==> config.mk <==
export PLATFORM = sky130hd
export DESIGN_NAME = cpu_control_fsm_flat
export DESIGN_NICKNAME = d
export VERILOG_FILES = /design/src/rtl/cpu_pkg.sv /design/src/rtl/cpu_control_fsm_if.sv /design/src/rtl/cpu_main_decoder.sv /design/src/rtl/cpu_control_fsm.sv /design/src/flat_wrapper.sv
export SDC_FILE = /design/constraint.sdc
export NUM_CORES = 1
export LEC_CHECK = 0
export BUFFER_PORTS_ARGS = -buffer_cell sky130_fd_sc_hd__buf_2
export CORE_AREA = 2 2 94 51
export CTS_CLUSTER_DIAMETER = 120
export DETAILED_ROUTE_END_ITERATION = 7
export DIE_AREA = 0 0 96 53
export GPL_TIMING_DRIVEN = 0
export PLACE_DENSITY_LB_ADDON = 0.2
export SLEW_MARGIN = 30
export SYNTH_ARGS = -nofsm -noshare
export SYNTH_HDL_FRONTEND = slang
export SYNTH_SLANG_ARGS = --single-unit
==> constraint.sdc <==
create_clock -name clk -period 2.4 [get_ports clk]
set_clock_uncertainty 0.1 [all_clocks]
set_input_delay 0.24 -clock clk [delete_from_list [all_inputs] [get_ports clk]]
set_output_delay 0.24 -clock clk [all_outputs]
set_load 0.02 [all_outputs]
==> src/rtl/cpu_pkg.sv <==
// Shared definitions for the 16-bit RISC main controller: opcode map, FSM states,
// ALU op classes, fault codes and the datapath control vector.
package cpu_pkg;

    localparam logic [3:0] OP_LW   = 4'h0;
    localparam logic [3:0] OP_SW   = 4'h1;
    localparam logic [3:0] OP_BEQ  = 4'hB;
    localparam logic [3:0] OP_BNE  = 4'hC;
    localparam logic [3:0] OP_JMP  = 4'hD;
    localparam logic [3:0] OP_HALT = 4'hF;

    localparam logic [1:0] ALUOP_ADD  = 2'b00;
    localparam logic [1:0] ALUOP_SUB  = 2'b01;
    localparam logic [1:0] ALUOP_FUNC = 2'b10;

    localparam logic [1:0] ERR_HALT    = 2'b00;
    localparam logic [1:0] ERR_ILLEGAL = 2'b01;
    localparam logic [1:0] ERR_TIMEOUT = 2'b10;

    typedef enum logic [2:0] {
        IDLE, FETCH, DECODE, EXEC, MEM, WB, HALT
    } state_t;

    typedef struct packed {
        logic       jmp;
        logic       beq;
        logic       bne;
        logic [1:0] alu_op;
        logic       alu_src;
        logic       dest_reg;
        logic       mem_to_reg;
        logic       reg_write;
        logic       ram_read;
        logic       mem_write;
    } ctrl_t;

    // ADD..SLT occupy the contiguous block 0010-1001.
    function automatic logic is_rtype(input logic [3:0] op);
        return (op >= 4'h2) && (op <= 4'h9);
    endfunction

    function automatic logic is_illegal(input logic [3:0] op);
        return (op == 4'hA) || (op == 4'hE);
    endfunction

endpackage

==> src/rtl/cpu_control_fsm_if.sv <==
// Control bus between the main controller (master) and the datapath/RAM side (slave).
interface cpu_control_fsm_if #(parameter int CNT_W = 16);

    logic             run;
    logic [3:0]       opcode;
    logic             mem_ready;
    logic             ir_load;
    logic             pc_write;
    logic             jmp;
    logic             beq;
    logic             bne;
    logic [1:0]       alu_op;
    logic             alu_src;
    logic             dest_reg;
    logic             mem_to_reg;
    logic             reg_write;
    logic             ram_read;
    logic             mem_write;
    logic             busy;
    logic             halted;
    logic             err;
    logic [1:0]       err_code;
    logic [CNT_W-1:0] retired;

    modport master (
        input  run, opcode, mem_ready,
        output ir_load, pc_write, jmp, beq, bne, alu_op, alu_src, dest_reg,
               mem_to_reg, reg_write, ram_read, mem_write, busy, halted, err,
               err_code, retired
    );

    modport slave (
        output run, opcode, mem_ready,
        input  ir_load, pc_write, jmp, beq, bne, alu_op, alu_src, dest_reg,
               mem_to_reg, reg_write, ram_read, mem_write, busy, halted, err,
               err_code, retired
    );

endinterface

==> src/rtl/cpu_main_decoder.sv <==
// Pure combinational decode of (state, latched opcode) into the datapath control vector.
// Outputs are zero outside EXEC/MEM/WB and never depend on the live opcode input.
module cpu_main_decoder
    import cpu_pkg::*;
(
    input  state_t     state,
    input  logic [3:0] op_q,
    output ctrl_t      ctrl
);

    always_comb begin
        // NOTE: assign every output a default first so no path through the block infers a latch.
        ctrl = '0;
        if (state inside {EXEC, MEM, WB}) begin
            if (is_rtype(op_q)) begin
                ctrl.alu_op   = ALUOP_FUNC;
                ctrl.dest_reg = 1'b1;
            end else begin
                case (op_q)
                    OP_LW, OP_SW: ctrl.alu_src = 1'b1;
                    OP_BEQ: begin
                        ctrl.beq    = 1'b1;
                        ctrl.alu_op = ALUOP_SUB;
                    end
                    OP_BNE: begin
                        ctrl.bne    = 1'b1;
                        ctrl.alu_op = ALUOP_SUB;
                    end
                    OP_JMP:  ctrl.jmp = 1'b1;
                    default: ;
                endcase
            end
        end
        if (state == MEM) begin
            ctrl.ram_read  = (op_q == OP_LW);
            ctrl.mem_write = (op_q == OP_SW);
        end
        if (state == WB) begin
            ctrl.reg_write  = 1'b1;
            ctrl.mem_to_reg = (op_q == OP_LW);
        end
    end

endmodule

==> src/rtl/cpu_control_fsm.sv <==
// Multi-cycle main controller: sequences fetch/decode/execute/memory/write-back,
// waits on a variable-latency RAM with a timeout, and counts retired instructions.
module cpu_control_fsm
    import cpu_pkg::*;
#(
    parameter int MEM_TIMEOUT = 15,
    parameter int CNT_W       = 16
) (
    input logic                clk,
    input logic                reset_n,
    cpu_control_fsm_if.master  bus
);

    localparam int TMO_W = $clog2(MEM_TIMEOUT + 1);

    state_t             state_q, state_d;
    logic [3:0]         op_q;
    logic [TMO_W-1:0]   tmo_q, tmo_d;
    logic [CNT_W-1:0]   retired_q;
    logic               err_q, err_d;
    logic [1:0]         code_q, code_d;
    logic               pc_write;
    state_t             next_instr;
    ctrl_t              ctrl;

    cpu_main_decoder u_decoder (
        .state (state_q),
        .op_q  (op_q),
        .ctrl  (ctrl)
    );

    always_comb begin
        state_d    = state_q;
        err_d      = err_q;
        code_d     = code_q;
        pc_write   = 1'b0;
        next_instr = bus.run ? FETCH : IDLE;
        tmo_d      = '0;
        case (state_q)
            IDLE:   if (bus.run) state_d = FETCH;
            FETCH:  state_d = DECODE;
            DECODE: begin
                // op_q is loaded on this same edge, so the branch looks at the live opcode.
                if (bus.opcode == OP_HALT) begin
                    state_d = HALT;
                    err_d   = 1'b0;
                    code_d  = ERR_HALT;
                end else if (is_illegal(bus.opcode)) begin
                    state_d = HALT;
                    err_d   = 1'b1;
                    code_d  = ERR_ILLEGAL;
                end else begin
                    state_d = EXEC;
                end
            end
            EXEC: begin
                if (is_rtype(op_q)) begin
                    state_d = WB;
                end else if (op_q == OP_LW || op_q == OP_SW) begin
                    state_d = MEM;
                end else begin
                    pc_write = 1'b1;
                    state_d  = next_instr;
                end
            end
            MEM: begin
                if (bus.mem_ready) begin
                    if (op_q == OP_SW) begin
                        pc_write = 1'b1;
                        state_d  = next_instr;
                    end else begin
                        state_d = WB;
                    end
                end else if (tmo_q == TMO_W'(MEM_TIMEOUT - 1)) begin
                    state_d = HALT;
                    err_d   = 1'b1;
                    code_d  = ERR_TIMEOUT;
                end else begin
                    tmo_d = tmo_q + 1'b1;
                end
            end
            WB: begin
                pc_write = 1'b1;
                state_d  = next_instr;
            end
            HALT: begin
                if (!bus.run) begin
                    state_d = IDLE;
                    err_d   = 1'b0;
                    code_d  = ERR_HALT;
                end
            end
            default: state_d = IDLE;
        endcase
    end

    always_ff @(posedge clk or negedge reset_n) begin
        if (!reset_n) begin
            state_q   <= IDLE;
            op_q      <= '0;
            tmo_q     <= '0;
            retired_q <= '0;
            err_q     <= 1'b0;
            code_q    <= ERR_HALT;
        end else begin
            // NOTE: non-blocking assignments so every register samples pre-edge values.
            state_q <= state_d;
            tmo_q   <= tmo_d;
            err_q   <= err_d;
            code_q  <= code_d;
            if (state_q == DECODE) op_q <= bus.opcode;
            if (pc_write) retired_q <= retired_q + 1'b1;
        end
    end

    assign bus.ir_load    = (state_q == FETCH);
    assign bus.pc_write   = pc_write;
    assign bus.jmp        = ctrl.jmp;
    assign bus.beq        = ctrl.beq;
    assign bus.bne        = ctrl.bne;
    assign bus.alu_op     = ctrl.alu_op;
    assign bus.alu_src    = ctrl.alu_src;
    assign bus.dest_reg   = ctrl.dest_reg;
    assign bus.mem_to_reg = ctrl.mem_to_reg;
    assign bus.reg_write  = ctrl.reg_write;
    assign bus.ram_read   = ctrl.ram_read;
    assign bus.mem_write  = ctrl.mem_write;
    assign bus.busy       = (state_q != IDLE) && (state_q != HALT);
    assign bus.halted     = (state_q == HALT);
    assign bus.err        = err_q;
    assign bus.err_code   = code_q;
    assign bus.retired    = retired_q;

endmodule

==> src/flat_wrapper.sv <==
// flat-port wrapper written by rule: the top's interface ports become plain ports
module cpu_control_fsm_flat import cpu_pkg::*;
#(
    parameter int MEM_TIMEOUT = 15,
    parameter int CNT_W       = 16
)
  (clk, reset_n, bus_run, bus_opcode, bus_mem_ready, bus_ir_load, bus_pc_write, bus_jmp, bus_beq, bus_bne, bus_alu_op, bus_alu_src, bus_dest_reg, bus_mem_to_reg, bus_reg_write, bus_ram_read, bus_mem_write, bus_busy, bus_halted, bus_err, bus_err_code, bus_retired);
  cpu_control_fsm_if #(.CNT_W(CNT_W)) bus_i ();
  input logic clk;
  input logic reset_n;
  input wire logic [$bits(bus_i.run)-1:0] bus_run;
  input wire logic [$bits(bus_i.opcode)-1:0] bus_opcode;
  input wire logic [$bits(bus_i.mem_ready)-1:0] bus_mem_ready;
  output wire logic [$bits(bus_i.ir_load)-1:0] bus_ir_load;
  output wire logic [$bits(bus_i.pc_write)-1:0] bus_pc_write;
  output wire logic [$bits(bus_i.jmp)-1:0] bus_jmp;
  output wire logic [$bits(bus_i.beq)-1:0] bus_beq;
  output wire logic [$bits(bus_i.bne)-1:0] bus_bne;
  output wire logic [$bits(bus_i.alu_op)-1:0] bus_alu_op;
  output wire logic [$bits(bus_i.alu_src)-1:0] bus_alu_src;
  output wire logic [$bits(bus_i.dest_reg)-1:0] bus_dest_reg;
  output wire logic [$bits(bus_i.mem_to_reg)-1:0] bus_mem_to_reg;
  output wire logic [$bits(bus_i.reg_write)-1:0] bus_reg_write;
  output wire logic [$bits(bus_i.ram_read)-1:0] bus_ram_read;
  output wire logic [$bits(bus_i.mem_write)-1:0] bus_mem_write;
  output wire logic [$bits(bus_i.busy)-1:0] bus_busy;
  output wire logic [$bits(bus_i.halted)-1:0] bus_halted;
  output wire logic [$bits(bus_i.err)-1:0] bus_err;
  output wire logic [$bits(bus_i.err_code)-1:0] bus_err_code;
  output wire logic [$bits(bus_i.retired)-1:0] bus_retired;
  assign bus_i.run = bus_run;
  assign bus_i.opcode = bus_opcode;
  assign bus_i.mem_ready = bus_mem_ready;
  assign bus_ir_load = bus_i.ir_load;
  assign bus_pc_write = bus_i.pc_write;
  assign bus_jmp = bus_i.jmp;
  assign bus_beq = bus_i.beq;
  assign bus_bne = bus_i.bne;
  assign bus_alu_op = bus_i.alu_op;
  assign bus_alu_src = bus_i.alu_src;
  assign bus_dest_reg = bus_i.dest_reg;
  assign bus_mem_to_reg = bus_i.mem_to_reg;
  assign bus_reg_write = bus_i.reg_write;
  assign bus_ram_read = bus_i.ram_read;
  assign bus_mem_write = bus_i.mem_write;
  assign bus_busy = bus_i.busy;
  assign bus_halted = bus_i.halted;
  assign bus_err = bus_i.err;
  assign bus_err_code = bus_i.err_code;
  assign bus_retired = bus_i.retired;
  cpu_control_fsm #(.MEM_TIMEOUT(MEM_TIMEOUT), .CNT_W(CNT_W)) u_core (.clk(clk), .reset_n(reset_n), .bus(bus_i));
endmodule
==> impl_metrics.json <==
{
  "grt_first_pass_wirelength_um": 6617,
  "setup_violations": 0,
  "wl_met1_um": 2117,
  "synth-async-reset-ratio_pct": 100.0,
  "synth_compound_area_share_pct": 9.132,
  "grt_pass1_vias": 1299,
  "num_vias": 1399,
  "final_hold_viol_count": 0,
  "avgRoutedWirePerCell_um": 13.84,
  "endpoint_kind": "output pin",
  "numPortBuffers": 41,
  "htreeDepth": 2,
  "drc_errors": 0,
  "track_usage_pct": 17.66,
  "grt-ovfl-total": 0,
  "antenna_cells": 0,
  "grt_start_max_net_pins": 31,
  "mostFrequentLayoutCell": "buf_2",
  "irDropWorstVdd_mv": 0.3296,
  "first_iter_violations": 68,
  "power_density_mw_per_mm2": 1130,
  "cts_buffers": 5,
  "tightest_slew_ps": 685.6,
  "dieArea_mm2": 0.005088,
  "max_cap_violations": 0,
  "reg2reg_slack_ps": 340,
  "row_count": 17,
  "area_delta_synth_final_pct": 22.45,
  "cp.arrival_ps": 1880,
  "boundaryPins": 42,
  "slowest_delay_ps": 380,
  "die_y_um": 53,
  "start_kind": "flop",
  "ctsRootBufferMaster": "clkbuf_8",
  "synth_edf_count": 0,
  "fill_cells": 410,
  "grt_setup_unrepaired": "false",
  "synth.yosys.seq_area_share_pct": 45.66,
  "muxShareOfSynthArea_pct": 1.979,
  "hp-class": "input port to flop",
  "synthesis.instances": 173,
  "synth_xor_area_share_pct": 9.589,
  "yosysWarnings": 0,
  "initial_utilization_pct": 38.84,
  "synth.distinct_cells": 39,
  "cp_max_fo": 9,
  "ys_ff_latch": 30,
  "clkLatencyLatePin_ps": 280,
  "fmax_ghz": 0.4514,
  "synth_top_family_by_area": "simple AND/OR/NAND/NOR gates",
  "layout_common_cells": "buf_2 (42), dfrtp_1 (30), nand2_1 (29), nor2_1 (13), xor2_1 (11)",
  "wl_met3_um": 237,
  "drt-vias-per-instance": 5.032,
  "drive_gt1_share_pct": 27.15,
  "wl_met2_um": 1435,
  "synth-main-ff-cell": "dfrtp_1",
  "crit_required_ps": 2060,
  "cts.sinks": 30,
  "final.min_clock_period_ps": 2215,
  "cts_tree": "done",
  "syn_area_mm2": 0.001644,
  "gp_congestion": 0.7846,
  "power_leakage_nw": 0.9037,
  "maxUsedRoutingLayer": "met4",
  "min_period_over_period_pct": 92.30,
  "clk_pin_slew_ps": 60,
  "setup-tns-final_ps": 0,
  "ant_nets": 0,
  "finalMaxSlewViolations": 0,
  "worstPathCellList": "buf_6 > nor4b_4 > nand2_1 > o221a_2 > inv_2 > buf_2",
  "synth_fa_ha_area_share_pct": 2.283,
  "avgSynthCellArea_um2": 9.503,
  "drt-total-wl_um": 3848,
  "status": "finished, final reports clean",
  "clock_path_buffers": 2,
  "placed_area_mm2": 0.001921,
  "coreArea_mm2": 0.004233,
  "antenna_found_initial": 0,
  "synth-simple-area-share_pct": 26.71,
  "hpwl_um": 2830,
  "nets": 233,
  "fp.dieW_um": 96,
  "slew_headroom_pct": 54.29,
  "design_area_mm2": 0.002013,
  "dr.pass1.iters": 7,
  "cp_slowest_cell": "nor4b_4",
  "synth_nets": 184,
  "path_class": "flop to output pin"
}
## Yosys cell counts (all sizes together) (2+ instances only)
library cell,instances,area share (%)
a21oi,7,2.1
buf,4,2.1
clkbuf,3,0.68
dfrtp,30,46
ha,3,2.3
inv,8,1.8
mux2,2,1.4
nand2,29,6.6
nand3,7,2.1
nand4,4,2.4
nor2,13,3.0
nor2b,2,0.76
nor3,9,2.7
nor3b,3,1.4
nor4,4,2.4
nor4b,3,2.5
o21ai,5,1.5
o22ai,2,0.76
o32ai,2,1.1
or3,3,1.1
xnor2,7,3.7
xor2,11,5.9
## metrics by stage
stage | hold WS [ps] | instances | utilization [%] | setup WS [ps] | total power [mW]
final | 67.31 | 278 | 47.56 | 184.9 | 2.275
after global routing | 75.81 | 278 | 47.56 | 95.98 | 2.461
after CTS | 60.44 | 278 | 47.56 | 112.4 | 2.284
after detailed placement | 226.8 | 271 | 45.37 | 344.7 | 1.878
after global placement | 224.2 | 271 | 45.37 | 367.1 | 1.868
after floorplan | -155.6 | 173 | - | 515.8 | 1.565
## worst paths after layout
check	startpoint	end	cells past startpoint
min reg2reg	u_core.tmo_q[0]	u_core.tmo_q[0]	1
max reg2reg	u_core.op_q[1]	u_core.bus.retired[9]	7
max	u_core.op_q[1]	bus_pc_write	6
max in group asynchronous	reset_n	u_core.bus.retired[7]	2
min in group asynchronous	reset_n	u_core.bus.err	2
min	bus_opcode[1]	u_core.op_q[1]	3
## what timing repair did
action / CTS / global route
hold buffers: 1 / 0
hold endpoints to repair: 30 / 0
setup endpoints to repair: 0 / 1
buffers inserted: 0 / 0
resized for setup: 0 / 1
## worst max-delay path, delay by kind of cell (launching register included)
| family | cells | cell delay, ps |
|---|---|---|
| buf+inv | 3 | 440 |
| simple gates | 2 | 480 |
| compound gates | 1 | 300 |
| flops | 1 | 370 |
## state kept, by name, summed over array words and instances (netlist names)
signal               cells
u_core.bus.retired      16
u_core.tmo_q             4
u_core.bus.err_code      2
u_core.op_q              4
u_core.bus.err           1
u_core.state_q           3
## routing by layer
layer	vias up	global-route usage [%]
met5	-	0
met4	0	6.429
met3	8	4.416
met2	37	22.11
met1	651	27.99
li1	703	-
## kinds of logic after synthesis
kind of cell    count (synthesis)
compound gates                 23
xor+xnor                       18
simple gates                   81
buf+inv                        15
flops                          30
fa+ha+maj                       3
mux                             3
## where the power goes
group	switching, mW	internal, mW	leakage, nW
Combinational	0.685	0.411	0.505
Sequential	0.153	0.627	0.355
Clock	0.178	0.221	0.0431
Total	1.02	1.26	0.904
## cell type report
type                       count  area [µm²]  share of cell area [%]
multi-input combinational    128       817.0                   40.58
inverter                       8       30.03                   1.492
tap                           57       71.32                   3.543
buffer                         7       46.29                   2.300
clock buffer                   6       82.58                   4.102
timing repair buffer          42       215.2                   10.69
sequential                    30       750.7                   37.29
(Power assumes the default switching activity.)
